File: config.mk
export PLATFORM = sky130hd
export DESIGN_NAME = sid_clock_reset
export DESIGN_NICKNAME = d
export VERILOG_FILES = /design/src/rtl/sid_clk_pkg.sv /design/src/rtl/sid_frac_divider.sv /design/src/rtl/sid_clock_reset.sv
export SDC_FILE = /design/constraint.sdc
export NUM_CORES = 1
export LEC_CHECK = 0
export CORE_UTILIZATION = 63
export DETAILED_ROUTE_END_ITERATION = 10
export PLACE_DENSITY_LB_ADDON = 0.2
export SLEW_MARGIN = 20
export SYNTH_ARGS = -nofsm -noshare
export SYNTH_HDL_FRONTEND = slang
export SYNTH_SLANG_ARGS = --single-unit
File: constraint.sdc
create_clock -name clock -period 4.45 [get_ports clock]
set_clock_uncertainty 0.2 [all_clocks]
set_input_delay 0.6675 -clock clock [delete_from_list [all_inputs] [get_ports clock]]
set_output_delay 0.6675 -clock clock [all_outputs]
set_load 0.02 [all_outputs]
File: src/rtl/sid_clk_pkg.sv
`default_nettype none
// ============================================================================
// Module      : sid_clk_pkg
// Description : Shared state encoding and divider sizing helper for the SID
//               clock/reset block.
// Revision    : 1.0 - initial release
// ============================================================================
package sid_clk_pkg;

    typedef enum logic [1:0] {
        S_WAIT_LOCK = 2'd0,
        S_HOLD      = 2'd1,
        S_RUN       = 2'd2
    } clk_state_t;

    // Smallest accumulator width w with 2^w > clk_hz + tick_hz.
    function automatic int calc_acc_w(input longint clk_hz, input longint tick_hz);
        int w;
        w = 0;
        while ((longint'(1) << w) <= (clk_hz + tick_hz)) begin
            w = w + 1;
        end
        return w;
    endfunction

endpackage
`default_nettype wire

File: src/rtl/sid_frac_divider.sv
`default_nettype none
// ============================================================================
// Module      : sid_frac_divider
// Description : Bresenham fractional divider producing a clock-enable strobe
//               and a half-period level at an exact average TICK_HZ rate.
// Revision    : 1.0 - initial release
// ============================================================================
module sid_frac_divider #(
    parameter int CLK_HZ  = 50_250_000,
    parameter int TICK_HZ = 1_000_000,
    parameter int ACC_W   = 27
) (
    input  logic clock,
    input  logic reset,
    input  logic enable,
    output logic ce,
    output logic phi2
);

    localparam logic [ACC_W-1:0] c_clk_hz  = ACC_W'(CLK_HZ);
    localparam logic [ACC_W-1:0] c_tick_hz = ACC_W'(TICK_HZ);
    localparam logic [ACC_W-1:0] c_half_hz = ACC_W'(CLK_HZ / 2);

    logic [ACC_W-1:0] r_acc_q;
    logic [ACC_W-1:0] w_acc_d;
    logic [ACC_W-1:0] w_sum;
    logic             r_ce_q;
    logic             w_ce_d;
    logic             r_phi2_q;
    logic             w_phi2_d;

    always_comb begin
        w_sum    = r_acc_q + c_tick_hz;
        w_acc_d  = '0;
        w_ce_d   = 1'b0;
        w_phi2_d = 1'b0;
        if (enable) begin
            if (w_sum >= c_clk_hz) begin
                w_acc_d = w_sum - c_clk_hz;
                w_ce_d  = 1'b1;
            end else begin
                w_acc_d = w_sum;
            end
            // Residue after a wrap is below TICK_HZ, so phi2 is always low with ce.
            w_phi2_d = (w_acc_d >= c_half_hz);
        end
    end

    always_ff @(posedge clock) begin
        if (reset) begin
            r_acc_q  <= '0;
            r_ce_q   <= 1'b0;
            r_phi2_q <= 1'b0;
        end else begin
            r_acc_q  <= w_acc_d;
            r_ce_q   <= w_ce_d;
            r_phi2_q <= w_phi2_d;
        end
    end

    assign ce   = r_ce_q;
    assign phi2 = r_phi2_q;

endmodule
`default_nettype wire

File: src/rtl/sid_clock_reset.sv
`default_nettype none
// ============================================================================
// Module      : sid_clock_reset
// Description : Generates the SID phi2 clock-enable and a PLL-lock-qualified
//               system reset held for HOLD_TICKS phi2 cycles after lock.
// Revision    : 1.0 - initial release
// ============================================================================
module sid_clock_reset
    import sid_clk_pkg::*;
#(
    parameter int CLK_HZ      = 50_250_000,
    parameter int TICK_HZ     = 1_000_000,
    parameter int ACC_W       = 27,
    parameter int LOCK_FILTER = 16,
    parameter int HOLD_TICKS  = 16
) (
    input  logic clock,
    input  logic reset,
    input  logic locked,
    output logic ce,
    output logic phi2,
    output logic sys_reset,
    output logic ready
);

    localparam int                c_filt_w   = $clog2(LOCK_FILTER + 1);
    localparam int                c_hold_w   = $clog2(HOLD_TICKS + 1);
    localparam logic [c_filt_w-1:0] c_filt_max = c_filt_w'(LOCK_FILTER);
    localparam logic [c_filt_w-1:0] c_filt_one = c_filt_w'(1);
    localparam logic [c_hold_w-1:0] c_hold_max = c_hold_w'(HOLD_TICKS);
    localparam logic [c_hold_w-1:0] c_hold_one = c_hold_w'(1);

    logic               r_sync1_q;
    logic               r_sync2_q;
    clk_state_t         r_state_q;
    clk_state_t         w_state_d;
    logic [c_filt_w-1:0] r_filt_q;
    logic [c_filt_w-1:0] w_filt_d;
    logic [c_filt_w-1:0] w_filt_inc;
    logic [c_hold_w-1:0] r_hold_q;
    logic [c_hold_w-1:0] w_hold_d;
    logic [c_hold_w-1:0] w_hold_inc;
    logic               r_sys_reset_q;
    logic               w_sys_reset_d;
    logic               r_ready_q;
    logic               w_ready_d;
    logic               w_div_en;
    logic               w_div_ce;
    logic               w_div_phi2;

    // A lock loss stops the divider on the same edge the FSM leaves S_HOLD/S_RUN.
    assign w_div_en = r_sync2_q && ((r_state_q == S_HOLD) || (r_state_q == S_RUN));

    sid_frac_divider #(
        .CLK_HZ  (CLK_HZ),
        .TICK_HZ (TICK_HZ),
        .ACC_W   (ACC_W)
    ) u_div (
        .clock  (clock),
        .reset  (reset),
        .enable (w_div_en),
        .ce     (w_div_ce),
        .phi2   (w_div_phi2)
    );

    always_comb begin
        w_state_d  = r_state_q;
        w_filt_d   = '0;
        w_hold_d   = '0;
        w_filt_inc = (r_filt_q == c_filt_max) ? r_filt_q : (r_filt_q + c_filt_one);
        w_hold_inc = (r_hold_q == c_hold_max) ? r_hold_q : (r_hold_q + c_hold_one);
        case (r_state_q)
            S_WAIT_LOCK: begin
                if (r_sync2_q) begin
                    if (w_filt_inc == c_filt_max) begin
                        w_state_d = S_HOLD;
                    end else begin
                        w_filt_d = w_filt_inc;
                    end
                end
            end
            S_HOLD: begin
                if (!r_sync2_q) begin
                    w_state_d = S_WAIT_LOCK;
                end else if (w_div_ce) begin
                    if (w_hold_inc == c_hold_max) begin
                        w_state_d = S_RUN;
                    end else begin
                        w_hold_d = w_hold_inc;
                    end
                end else begin
                    w_hold_d = r_hold_q;
                end
            end
            S_RUN: begin
                if (!r_sync2_q) begin
                    w_state_d = S_WAIT_LOCK;
                end
            end
            default: begin
                w_state_d = S_WAIT_LOCK;
            end
        endcase
        w_sys_reset_d = (w_state_d != S_RUN);
        w_ready_d     = (w_state_d == S_RUN);
    end

    always_ff @(posedge clock) begin
        if (reset) begin
            r_sync1_q     <= 1'b0;
            r_sync2_q     <= 1'b0;
            r_state_q     <= S_WAIT_LOCK;
            r_filt_q      <= '0;
            r_hold_q      <= '0;
            r_sys_reset_q <= 1'b1;
            r_ready_q     <= 1'b0;
        end else begin
            r_sync1_q     <= locked;
            r_sync2_q     <= r_sync1_q;
            r_state_q     <= w_state_d;
            r_filt_q      <= w_filt_d;
            r_hold_q      <= w_hold_d;
            r_sys_reset_q <= w_sys_reset_d;
            r_ready_q     <= w_ready_d;
        end
    end

    assign ce        = w_div_ce;
    assign phi2      = w_div_phi2;
    assign sys_reset = r_sys_reset_q;
    assign ready     = r_ready_q;

endmodule
`default_nettype wire

* Word level (Yosys, flattened, before mapping)
Index checks and enable logic that the tools add are counted.
** Cells by class
- $lt $le $gt $ge :: 2
- Reductions and logical operators :: 6
- Equality and inequality tests :: 8
- Add/subtract/negate cells :: 4
- Mux-type cells :: 13
- Bitwise gates (word level) :: 4
** Operators by type and width (count)
- $mux W27 :: 2
- $add A27 B20 Y27 const B :: 1
- $ge A27 B25 Y1 const B :: 1
- $ge A27 B26 Y1 const B :: 1
- $sub A27 B26 Y27 const B :: 1
- $eq A5 B5 Y1 const B :: 4
- $mux W5 :: 3
- $mux W2 :: 6
- $add A5 B1 Y5 const B :: 2
- $pmux W2 S3 :: 1
- $eq A2 B2 Y1 const B :: 2
- $not A1 Y1 :: 4
- $reduce_or A4 Y1 :: 1
- $reduce_or A3 Y1 :: 1
- $eq A2 B1 Y1 const B :: 1
- $logic_not A2 Y1 :: 1
- $ne A2 B2 Y1 const B :: 1
- $reduce_or A2 Y1 :: 1
- $logic_and A1 B1 Y1 :: 1
- $logic_or A1 B1 Y1 :: 1
- $mux W1 :: 1
** Word-level totals
- Bits in registers :: 45
- Input bits :: 3
- Output and inout port bits :: 4
- Logic and storage cells :: 47

* Logic depth before layout (Yosys ltp)
Gate-level depths: netlist of the first run.
- Word-level depth :: 8
- Gate-level depth with buffers :: 15
- Depth with buffers taken out :: 13

* Hierarchy
Synthesis of the first run repeated with hierarchy kept, for this count alone.
** Second synthesis, totals
- Cells, all modules :: 464
- Area total of the unflattened synthesis :: 3597.2 µm²
** Modules (own cells, without submodules)
- sid_frac_divider :: cells each 356, instances 1, seq. area each 500.5 µm², area each 2603.7 µm²
- sid_clock_reset :: cells each 108, instances 1, seq. area each 320.3 µm², area each 993.5 µm²

* Worst setup path before layout of the first run
OpenSTA, ideal clock, no wires.
- Path type :: register -> register
- From :: register u_div.r_acc_q[17]
- To :: register u_div.r_phi2_q, in the netlist u_div.phi2
- Clock period less this slack :: 3.394 ns
- Slack :: 1.056 ns
- Arrival time :: 3.128 ns
- Setup time :: 0.066 ns
- Cell stages (with the launch flop) :: 14
- Buffers on the path :: 2
- Cells stage by stage :: dfxtp_1 -> buf_6 -> or4_4 -> buf_6 -> a211oi_4 -> nor2_1 -> a221oi_4 -> o211ai_2 -> o31a_1 -> a2111oi_1 -> a211oi_1 -> nor4_2 -> o211ai_1 -> a21oi_2
** Between the ends
- Word-level cells in the longest chain between the ends :: 5
** Ends and longest elaborated chain
- start: declaration :: line sid_frac_divider.sv:24 : logic [ACC_W-1:0] r_acc_q;
- start signal: assignment :: line sid_frac_divider.sv:55 : r_acc_q <= w_acc_d;
- $add A27 B20 Y27 (*) :: line sid_frac_divider.sv:33 : w_sum = r_acc_q + c_tick_hz;
- $sub A27 B26 Y27 or $ge A27 B26 Y1 (tied branches) :: line sid_frac_divider.sv:39, sid_frac_divider.sv:38
- $mux W27 (*) :: line sid_frac_divider.sv:38 : if (w_sum >= c_clk_hz) begin
- $mux W27 (*) :: line sid_frac_divider.sv:37 : if (enable) begin
- $ge A27 B25 Y1 (*) :: line sid_frac_divider.sv:45 : w_phi2_d = (w_acc_d >= c_half_hz);
- end signal: assignment :: line sid_frac_divider.sv:57 : r_phi2_q <= w_phi2_d;
- end: declaration :: line sid_frac_divider.sv:29 : logic r_phi2_q;
Mark *: on every way between the ends. The rest lies on a longest branch, timed or not. The select of a mux whose other input is x is not followed.
A chain may end at the register's enable or synchronous reset.

* Final worst setup path of the first run
- From :: register u_div.r_acc_q[6]
- To :: register u_div.r_acc_q[22]
** Between the ends
- Word-level cells in the longest chain between the ends :: 4
** Ends and longest elaborated chain (line)
- $add A27 B20 Y27 (*) :: sid_frac_divider.sv:33
- $sub A27 B26 Y27 or $ge A27 B26 Y1 (tied branches) :: sid_frac_divider.sv:39, sid_frac_divider.sv:38
- $mux W27 (*) :: sid_frac_divider.sv:38
- $mux W27 (*) :: sid_frac_divider.sv:37
Marks and branches as above.

==> flow_metrics.py, run 1 <==
metrics = {
    "power": {
        "pwr-share-clk_pct": 41.5,
        "internal_power_mw": 0.496,
        "seqPwrFrac_pct": 57.7,
        "power.leakage_nw": 1.15,
        "switching_share_pct": 22.2,
        "power_switching_mw": 0.142,
        "power.total_mw": 0.639,
        "vdd_ir_drop_max_v": 0.000142,
        "power_density_nw_per_um2": 181,
        "combPwrFrac_pct": 0.8,
    },
    "finish": {
        "diodes": 0,
        "syn2layout_area_growth_pct": 3.63,
        "instances_no_fill": 498,
        "fin_area_sq_um": 3540,
        "drive_gt1_share_pct": 10.7,
        "post-route-util_pct": 68.4,
        "num-nets-final": 441,
    },
    "setup_path": {
        "rr_worst_depth": 12,
        "r2r-start": "u_div.r_acc_q[6]",
        "path_class": "register to register",
        "path_common_cell": "nand2_1",
        "startpoint_type": "register",
        "crit_path_max_fanout": 10,
        "path_buf_inv": 0,
        "end_kind": "register",
        "cp_top_family": "simple AND/OR/NAND/NOR gates",
        "cp_data_required_time_ns": 4.41,
        "slowest_stage": "a2111oi_1",
        "cpPeakStageDelay_ns": 0.55,
        "crit_chain": "ha_1, a21o_2, or4_1, a21o_1, a2111oi_1, and4b_2, nand2_1, nand2_1, nand2_1, or4_1, xnor2_1, nor2_1",
        "rrSetupSlack_ns": 0.30,
        "critPathArrivalTime_ns": 4.11,
        "r2r-end": "u_div.r_acc_q[22]",
    },
    "cts": {
        "cts_made_buffers": 5,
        "clk_pin_slew_ns": 0.09,
        "ctsResizeCount": 0,
        "cts.path.max_buffers": 2,
        "hold_buffers": 0,
        "h-tree-depth": 2,
        "cts-root-buf": "clkbuf_8",
        "cts.sinks": 41,
        "cts_tree": "built",
        "clk_latency_ns": 0.31,
        "post-cts-setup-buffer-count": 0,
    },
    "logic_synthesis": {
        "ys_warn_count": 0,
        "synthFlopType": "dfxtp_1",
        "syn_nets": 444,
        "syn_area_sq_um": 3410,
        "ys_ff_latch": 41,
        "synth_edf_count": 0,
        "syn_avg_cell_area_sq_um": 7.93,
        "synth_cell_type_count": 83,
        "syn_inst": 430,
        "seq_area_frac_synth_pct": 24.1,
        "yosysTopAreaCell": "dfxtp_1",
        "async_reset_ff_share_pct": 0,
        "synth_area_leaders": "dfxtp_1 (24%), xnor2_1 (8.2%), nor2_1 (5.5%)",
        "yosysTopAreaCellShare_pct": 24.1,
    },
    "floorplan": {
        "floorplan.initialDensity_pct": 66.0,
        "die_w_um": 75.6,
        "die_y_um": 75.6,
        "rows": 26,
        "die-area_sq_um": 5710,
        "core-area_sq_um": 5170,
        "ios": 7,
    },
    "grt": {
        "antenna_found_initial": 0,
        "grt_pass1_wl_um": 13000,
        "grt_pass1_vias": 2784,
        "grt_max_degree": 26,
        "grt_util_all_layers_pct": 30.3,
        "overflow": 0,
    },
    "placement": {
        "numPortBuffers": 6,
        "dp_cells": 490,
        "place_ws_ns": 0.354,
        "place_area_sq_um": 3430,
        "dpl.hpwl_um": 6140,
        "gp_congestion": 0.960,
    },
    "route": {
        "post_drt_wl_per_cell_um": 16.4,
        "vias": 3172,
        "first_pass_iters": 5,
        "routed_wl_um": 8150,
        "drt-vias-per-instance": 6.37,
        "drt_iter0_markers": 219,
        "ant_nets": 0,
        "route.detailed.drc": 0,
    },
    "hold_path": {
        "hold_depth": 1,
        "hold_path_class": "register to register",
        "hp-start": "r_sync1_q",
        "whs_endpoint": "r_sync2_q",
    },
    "sta": {
        "slew_violations": 0,
        "setup_slack_ns": 0.301,
        "fmax_ghz": 0.241,
        "worst_hold_slack_ns": 0.258,
        "post-route-min-period_ns": 4.15,
        "hold_viol_final": 0,
        "rsz0062_at_grt": "no",
        "finalCritPeriodShare_pct": 93.2,
        "worst_pin_slew_ns": 0.962,
        "fin_tns_setup_ns": 0,
        "slew_headroom_pct": 35.7,
        "setup_viol": 0,
    },
    "flow_run": {
        "drv_cap": 0,
    },
    "outcome": {
        "outcome": "completed",
    },
}
==> cell usage after synthesis, types with 5 or more instances <==
library cell / instances
nor2_1: 50
dfxtp_1: 41
nand2_1: 35
xnor2_1: 32
a21oi_1: 19
nand3_1: 17
o21ai_0: 17
inv_1: 16
nor3_1: 15
xor2_1: 13
ha_1: 11
and2_1: 7
nand4_1: 7
nor2b_1: 7
buf_2: 6
clkbuf_1: 6
a31oi_1: 5
buf_6: 5
nor4_1: 5
or3_1: 5
==> routing by layer <==
layer / part of all wire [%] / GRT usage [%]
met1: 44 / 37.5
met2: 48 / 51.1
met5: 0 / 0
met4: 2.0 / 13.6
met3: 6.1 / 5.82
==> how the worst max path moves through the flow <==
| stage | from | cells after the start | endpoint |
|---|---|---|---|
| 3_3_place_gp | u_div.r_acc_q[6] | 12 | u_div.r_acc_q[22] |
| 5_1_grt | u_div.r_acc_q[6] | 12 | u_div.r_acc_q[22] |
| 4_1_cts | u_div.r_acc_q[6] | 12 | u_div.r_acc_q[22] |
| 3_5_place_dp | u_div.r_acc_q[6] | 12 | u_div.r_acc_q[22] |
| 6_report | u_div.r_acc_q[6] | 12 | u_div.r_acc_q[22] |
| 2_1_floorplan | u_div.r_acc_q[17] | 13 | u_div.phi2 |
==> layout by cell type, fill, tap and decap left out, types with 3 or more instances in the layout <==
cell type and n:
a21o_2 3, nor2b_1 7, nor3b_1 4, o211ai_1 4
a211oi_1 4, nand2_1 35, a31oi_1 5, clkbuf_8 6
nor2_1 50, xor2_1 13, or3_1 5, and3_1 4
o22ai_1 3, clkdlybuf4s50_1 6, inv_1 16, a31o_2 3
xnor2_1 32, buf_4 6, nand3_1 17, nand4_1 7
and2_1 7, and4_1 3, nand3b_1 4, a311oi_1 3
nand2b_1 4, o31ai_1 4, nor4_1 5, a21oi_1 19
ha_1 11, o21ai_0 17, nor3_1 15, dfxtp_1 41
or4_1 3
==> area by class of cell <==
cell class / instances / area [sq um]
Sequential cell: 41 / 821
Timing Repair Buffer: 12 / 105
Inverter: 16 / 60.1
Clock buffer: 6 / 82.6
Fill cell: 418 / 1640
Tap cell: 70 / 87.6
Clock inverter: 2 / 13.8
Multi-Input combinational cell: 351 / 2370
==> logic make-up (layout without fill, tap and decap cells) <==
group / count (synthesis) / in the layout / synth area share, %
muxes: 5 / 5 / 1.69
adders and majority gates: 11 / 11 / 4.03
AOI/OAI and AO/OA: 99 / 99 / 21.6
xor gates and xnor gates: 45 / 45 / 11.6
DFF: 41 / 41 / 24.1
and+or+nand+nor: 191 / 191 / 30.3
buffers and inverters: 38 / 36 / 6.78
==> state kept, by name, indices dropped and copies added (netlist names) <==
signal / count
u_div.phi2: 1
sys_reset: 1
r_hold_q: 5
r_filt_q: 5
r_sync2_q: 1
r_sync1_q: 1
ready: 1
u_div.ce: 1
u_div.r_acc_q: 23
r_state_q: 2
==> power by group through the flow <==
stage	clock [mW]	combinational (mW)	sequential [mW]
finish	0.265	0.00525	0.368
global route	0.287	0.00606	0.369
CTS	0.273	0.00534	0.368
detailed placement	0	0.00529	0.377
global placement	0	0.00514	0.377
floorplan	0	0.00257	0.377
(Power assumes the default switching activity.)
==> run 2, diff against run 1 <==
--- a/config.mk
+++ b/config.mk
@@ -7,7 +7,8 @@
 export LEC_CHECK = 0
 export CORE_UTILIZATION = 63
 export DETAILED_ROUTE_END_ITERATION = 10
-export PLACE_DENSITY_LB_ADDON = 0.2
+export HOLD_SLACK_MARGIN = 0.05
+export PLACE_DENSITY = 0.81
 export SLEW_MARGIN = 20
 export SYNTH_ARGS = -nofsm -noshare
 export SYNTH_HDL_FRONTEND = slang
==> run 2 against run 1 <==
  * Routed wire length rose by 0.16%
  * Via count rose by 0.60%
  * Clock-buffer cell count rose by 1
  * First-iteration DRC count rose by 26%
  * Global-route usage rose by 0.67 points
  * Clock power rose by 19%
  * Sequential cell count did not move
==> flow_metrics.py, run 2 (synthesized netlist as in run 1, its figures left out) <==
metrics = {
    "finish": {
        "drive_gt1_share_pct": 10.3,
        "num-nets-final": 440,
        "seq_area_sq_um": 821,
        "diodes": 0,
        "layout_common_cells": "nor2_1 (50), dfxtp_1 (41), nand2_1 (35)",
        "fin_area_sq_um": 3540,
        "multi_input_area_sq_um": 2360,
        "reg_top3": "u_div.r_acc_q (23), r_filt_q (5), r_hold_q (5)",
        "largest_register_ff_count": 23,
        "top_register": "u_div.r_acc_q",
        "final_common_cell": "nor2_1",
        "syn2layout_area_growth_pct": 3.81,
        "n_fill_cell": 443,
    },
    "route": {
        "drt_iter0_markers": 276,
        "drt-vias-per-instance": 6.42,
        "routed_wl_um": 8160,
        "post_drt_wl_per_cell_um": 16.4,
        "first_pass_iters": 7,
        "ant_nets": 0,
        "vias": 3191,
        "route.detailed.drc": 0,
    },
    "grt": {
        "grt_util_all_layers_pct": 31.0,
        "grt_max_degree": 26,
        "overflow": 0,
        "antenna_found_initial": 0,
        "grt_pass1_vias": 2877,
        "grt_pass1_wl_um": 13400,
    },
    "cts": {
        "cts.path.max_buffers": 2,
        "cts_made_buffers": 5,
        "h-tree-depth": 2,
        "ctsResizeCount": 0,
        "clk_latency_ns": 0.30,
        "post-cts-setup-buffer-count": 0,
        "hold_buffers": 0,
        "cts.sinks": 41,
        "cts-root-buf": "clkbuf_8",
        "clk_pin_slew_ns": 0.08,
        "cts_tree": "built",
    },
    "setup_path": {
        "slowest_stage": "a2111oi_0",
        "cp_data_required_time_ns": 4.41,
        "path_class": "register to register",
        "path_buf_inv": 0,
        "timing.critical_path.depth": 12,
        "crit_chain": "ha_1, a21o_2, or4_1, a21o_1, a2111oi_0, and4b_2, nand2_1, nand2_1, nand2_1, or4_1, xnor2_1, nor2_1",
        "path_common_cell": "nand2_1",
        "rr_worst_depth": 12,
        "crit_path_max_fanout": 15,
        "startpoint_type": "register",
        "cpPeakStageDelay_ns": 0.52,
        "critPathArrivalTime_ns": 4.15,
        "cp_top_family": "simple AND/OR/NAND/NOR gates",
        "end_kind": "register",
    },
    "sta": {
        "rsz0062_at_grt": "no",
        "post-route-min-period_ns": 4.19,
        "setup_viol": 0,
        "finalCritPeriodShare_pct": 94.1,
        "worst_pin_slew_ns": 0.956,
        "hold_viol_final": 0,
        "fin_tns_setup_ns": 0,
        "slew_violations": 0,
        "fmax_ghz": 0.239,
        "slew_headroom_pct": 36.1,
    },
    "power": {
        "power.leakage_nw": 1.15,
        "vdd_ir_drop_max_v": 0.000166,
        "power.total_mw": 0.690,
        "power_density_nw_per_um2": 195,
    },
    "placement": {
        "dpl.hpwl_um": 5990,
        "gp_congestion": 0.998,
        "numPortBuffers": 6,
        "place_area_sq_um": 3430,
    },
    "floorplan": {
        "die-area_sq_um": 5710,
        "die_w_um": 75.6,
        "floorplan.initialDensity_pct": 66.0,
        "die_y_um": 75.6,
        "core-area_sq_um": 5170,
        "ios": 7,
        "rows": 26,
    },
    "flow_run": {
        "drv_cap": 0,
    },
    "outcome": {
        "outcome": "completed",
    },
    "hold_path": {
        "hold_path_class": "register to register",
        "hold_depth": 1,
    },
}
-- run 2: cell type report --
cell class              instances  area share, %
flip-flops and latches         41           23.2
clock inverters                 1          0.848
well taps                      70           2.47
repair buffers                 11           2.76
multi-input cells             351           66.6
inverters                      16           1.70
clock buffers                   7           2.44
-- run 2: worst paths after layout --
check	startpoint	end	slack, ns
worst max-delay path	u_div.r_acc_q[6]	u_div.r_acc_q[22]	0.26
worst min-delay path	r_sync1_q	r_sync2_q	0.26
worst max register to register	u_div.r_acc_q[6]	u_div.r_acc_q[22]	0.26
worst min register to register	r_sync1_q	r_sync2_q	0.26
-- run 2: worst reg2reg max path: stages, from the launching register on --
cell,delay (ns)
dfxtp_1,0.40
ha_1,0.32
a21o_2,0.29
or4_1,0.40
a21o_1,0.23
a2111oi_0,0.52
and4b_2,0.33
nand2_1,0.12
nand2_1,0.43
nand2_1,0.15
or4_1,0.44
xnor2_1,0.17
nor2_1,0.05
-- run 2: through the flow --
| step | hold slack, ns | std cells | utilization, % | setup slack [ns] |
|---|---|---|---|---|
| 6_report | 0.256 | 497 | 68.5 | 0.260 |
| 5_1_grt | 0.286 | 497 | 68.5 | 0.0443 |
| 4_1_cts | 0.264 | 497 | 68.5 | 0.363 |
| 3_5_place_dp | 0.240 | 489 | 66.2 | 0.407 |
| 3_3_place_gp | 0.231 | 489 | 66.2 | 0.415 |
| 2_1_floorplan | 0.214 | 430 | - | 1.06 |
-- run 2: routing by layer --
metal / vias to the layer above / routed length (um) / track usage, % / part of all wire (%)
met5: - / 0 / 0 / 0
met3: 17 / 583 / 6.48 / 7.1
met4: 0 / 156 / 11.3 / 1.9
met2: 132 / 3830 / 52.1 / 47
li1: 1555 / - / - / -
met1: 1487 / 3590 / 39.1 / 44
-- run 2: report_power, final --
group	leakage, nW	total, mW	internal (mW)	switching (mW)
clock network	0.0585	0.316	0.183	0.133
logic	0.765	0.00519	0.00309	0.00210
registers	0.331	0.368	0.368	0.000861
==> run 3, diff against run 2 <==
--- a/config.mk
+++ b/config.mk
@@ -5,7 +5,11 @@
 export SDC_FILE = /design/constraint.sdc
 export NUM_CORES = 1
 export LEC_CHECK = 0
-export CORE_UTILIZATION = 63
+export CAP_MARGIN = 20
+export CELL_PAD_IN_SITES_DETAIL_PLACEMENT = 1
+export CELL_PAD_IN_SITES_GLOBAL_PLACEMENT = 1
+export CORE_MARGIN = 10
+export CORE_UTILIZATION = 48
 export DETAILED_ROUTE_END_ITERATION = 10
 export HOLD_SLACK_MARGIN = 0.05
 export PLACE_DENSITY = 0.81
==> run 3 against run 2 <==
  * Cell count rose by 5.8%
  * Sequential share of layout area fell by 0.25 points
  * Setup slack improved by 0.024 ns
  * Sequential power about the same
  * Power shrank 7.2%
  * Fmax increased by 0.59%
  * Hold slack gained 0.0020 ns
  * Global-route usage shrank 13 points
  * Routed wire length increased by 21%
  * Critical path depth stayed put
  * First-iteration DRC count fell by 11%
  * Critical endpoint is now u_div.phi2
  * Highest routed layer unchanged
==> flow_metrics.py, run 3 (synthesized netlist as in run 1, its figures left out) <==
metrics = {
    "grt": {
        "grt_pass1_wl_um": 16400,
        "grt_pass1_vias": 3316,
        "overflow": 0,
        "grt_max_degree": 26,
        "antenna_found_initial": 0,
        "grt_util_all_layers_pct": 17.7,
    },
    "power": {
        "power.leakage_nw": 1.16,
        "vdd_ir_drop_max_v": 0.000117,
        "power.total_mw": 0.640,
        "power_density_nw_per_um2": 179,
    },
    "finish": {
        "multi_input_area_sq_um": 2370,
        "diodes": 0,
        "layout_common_cells": "nor2_1 (50), dfxtp_1 (41), nand2_1 (35)",
        "top_register": "u_div.r_acc_q",
        "fin_area_sq_um": 3580,
        "drive_gt1_share_pct": 11.9,
        "largest_register_ff_count": 23,
        "seq_area_sq_um": 821,
        "final_common_cell": "nor2_1",
        "num-nets-final": 443,
        "n_fill_cell": 882,
        "syn2layout_area_growth_pct": 4.95,
        "reg_top3": "u_div.r_acc_q (23), r_filt_q (5), r_hold_q (5)",
    },
    "sta": {
        "slew_violations": 0,
        "hold_viol_final": 0,
        "worst_pin_slew_ns": 1.01,
        "finalCritPeriodShare_pct": 93.6,
        "post-route-min-period_ns": 4.17,
        "fin_tns_setup_ns": 0,
        "setup_viol": 0,
        "rsz0062_at_grt": "no",
        "fmax_ghz": 0.240,
        "slew_headroom_pct": 31.6,
    },
    "cts": {
        "cts_tree": "built",
        "clk_pin_slew_ns": 0.09,
        "clk_latency_ns": 0.31,
        "h-tree-depth": 2,
        "cts.path.max_buffers": 2,
        "cts-root-buf": "clkbuf_8",
        "cts.sinks": 41,
        "hold_buffers": 0,
        "cts_made_buffers": 5,
    },
    "hold_path": {
        "hp-start": "r_sync1_q",
        "hold_path_class": "register to register",
    },
    "route": {
        "ant_nets": 0,
        "post_drt_wl_per_cell_um": 18.8,
        "first_pass_iters": 4,
        "drt-vias-per-instance": 6.25,
        "vias": 3286,
        "routed_wl_um": 9880,
        "drt_iter0_markers": 245,
        "route.detailed.drc": 0,
    },
    "floorplan": {
        "floorplan.initialDensity_pct": 49.7,
        "core-area_sq_um": 6870,
        "ios": 7,
        "die-area_sq_um": 10900,
        "die_y_um": 104,
        "die_w_um": 104,
        "rows": 30,
    },
    "setup_path": {
        "crit_chain": "ha_2, a21oi_1, nor2_1, a31o_2, a32o_2, and2_1, o31a_1, nand2_1, o211ai_1, nand4_1, o211ai_1, a21oi_2",
        "path_buf_inv": 0,
        "slowest_stage": "dfxtp_1",
        "path_common_cell": "o211ai_1",
        "cp_data_required_time_ns": 4.42,
        "crit_start": "u_div.r_acc_q[6]",
        "end_kind": "register",
        "path_class": "register to register",
        "cpPeakStageDelay_ns": 0.50,
        "startpoint_type": "register",
        "critPathArrivalTime_ns": 4.13,
        "cp_top_family": "compound AO/OA/AOI/OAI gates",
        "r2r-start": "u_div.r_acc_q[6]",
        "crit_path_max_fanout": 15,
    },
    "flow_run": {
        "drv_cap": 0,
    },
    "placement": {
        "place_area_sq_um": 3480,
        "gp_congestion": 0.901,
        "numPortBuffers": 6,
        "dpl.hpwl_um": 7400,
    },
    "outcome": {
        "outcome": "completed",
    },
}
run 3: power by group:
part | switching [mW] | internal (mW) | leakage, nW
Sequential | 0.000897 | 0.368 | 0.331
Combinational | 0.00225 | 0.00309 | 0.781
Clock | 0.157 | 0.109 | 0.0439
run 3: layout make-up:
class                   count  share of cell area (%)
clock buffers               5                    1.92
inverters                  16                    1.68
well taps                  96                    3.35
clock inverters             3                   0.489
flip-flops and latches     41                    22.9
repair buffers             14                    3.35
multi-input cells         351                    66.3
run 3: stage by stage:
| stage | util (%) | std cells | hold WS, ns | setup WS, ns |
|---|---|---|---|---|
| finish | 52.1 | 526 | 0.258 | 0.285 |
| CTS | 51.9 | 526 | 0.263 | 0.0401 |
| global placement | 50.7 | 518 | 0.232 | 0.204 |
| global route | 52.1 | 526 | 0.292 | 0.0431 |
| floorplan | - | 430 | 0.214 | 1.06 |
| detailed placement | 50.7 | 518 | 0.245 | 0.121 |
run 3: timing repair:
action	CTS	global route
setup buffers	0	0
gates resized for setup	0	3
setup endpoints to repair	0	7
run 3: per-layer routing:
| layer | global-route usage [%] | up-vias | wire length, um |
|---|---|---|---|
| met5 | 0 | - | 0 |
| met3 | 2.73 | 18 | 501 |
| met1 | 23.0 | 1639 | 4540 |
| li1 | - | 1559 | - |
| met2 | 29.7 | 70 | 4680 |
| met4 | 4.37 | 0 | 149 |
run 3: worst paths after layout:
| path | end | slack (ns) | depth (start not counted) |
|---|---|---|---|
| hold / removal | r_sync2_q | 0.26 | 1 |
| setup / recovery | u_div.phi2 | 0.28 | 12 |
| setup reg to reg | u_div.phi2 | 0.28 | 12 |
| hold reg to reg | r_sync2_q | 0.26 | 1 |
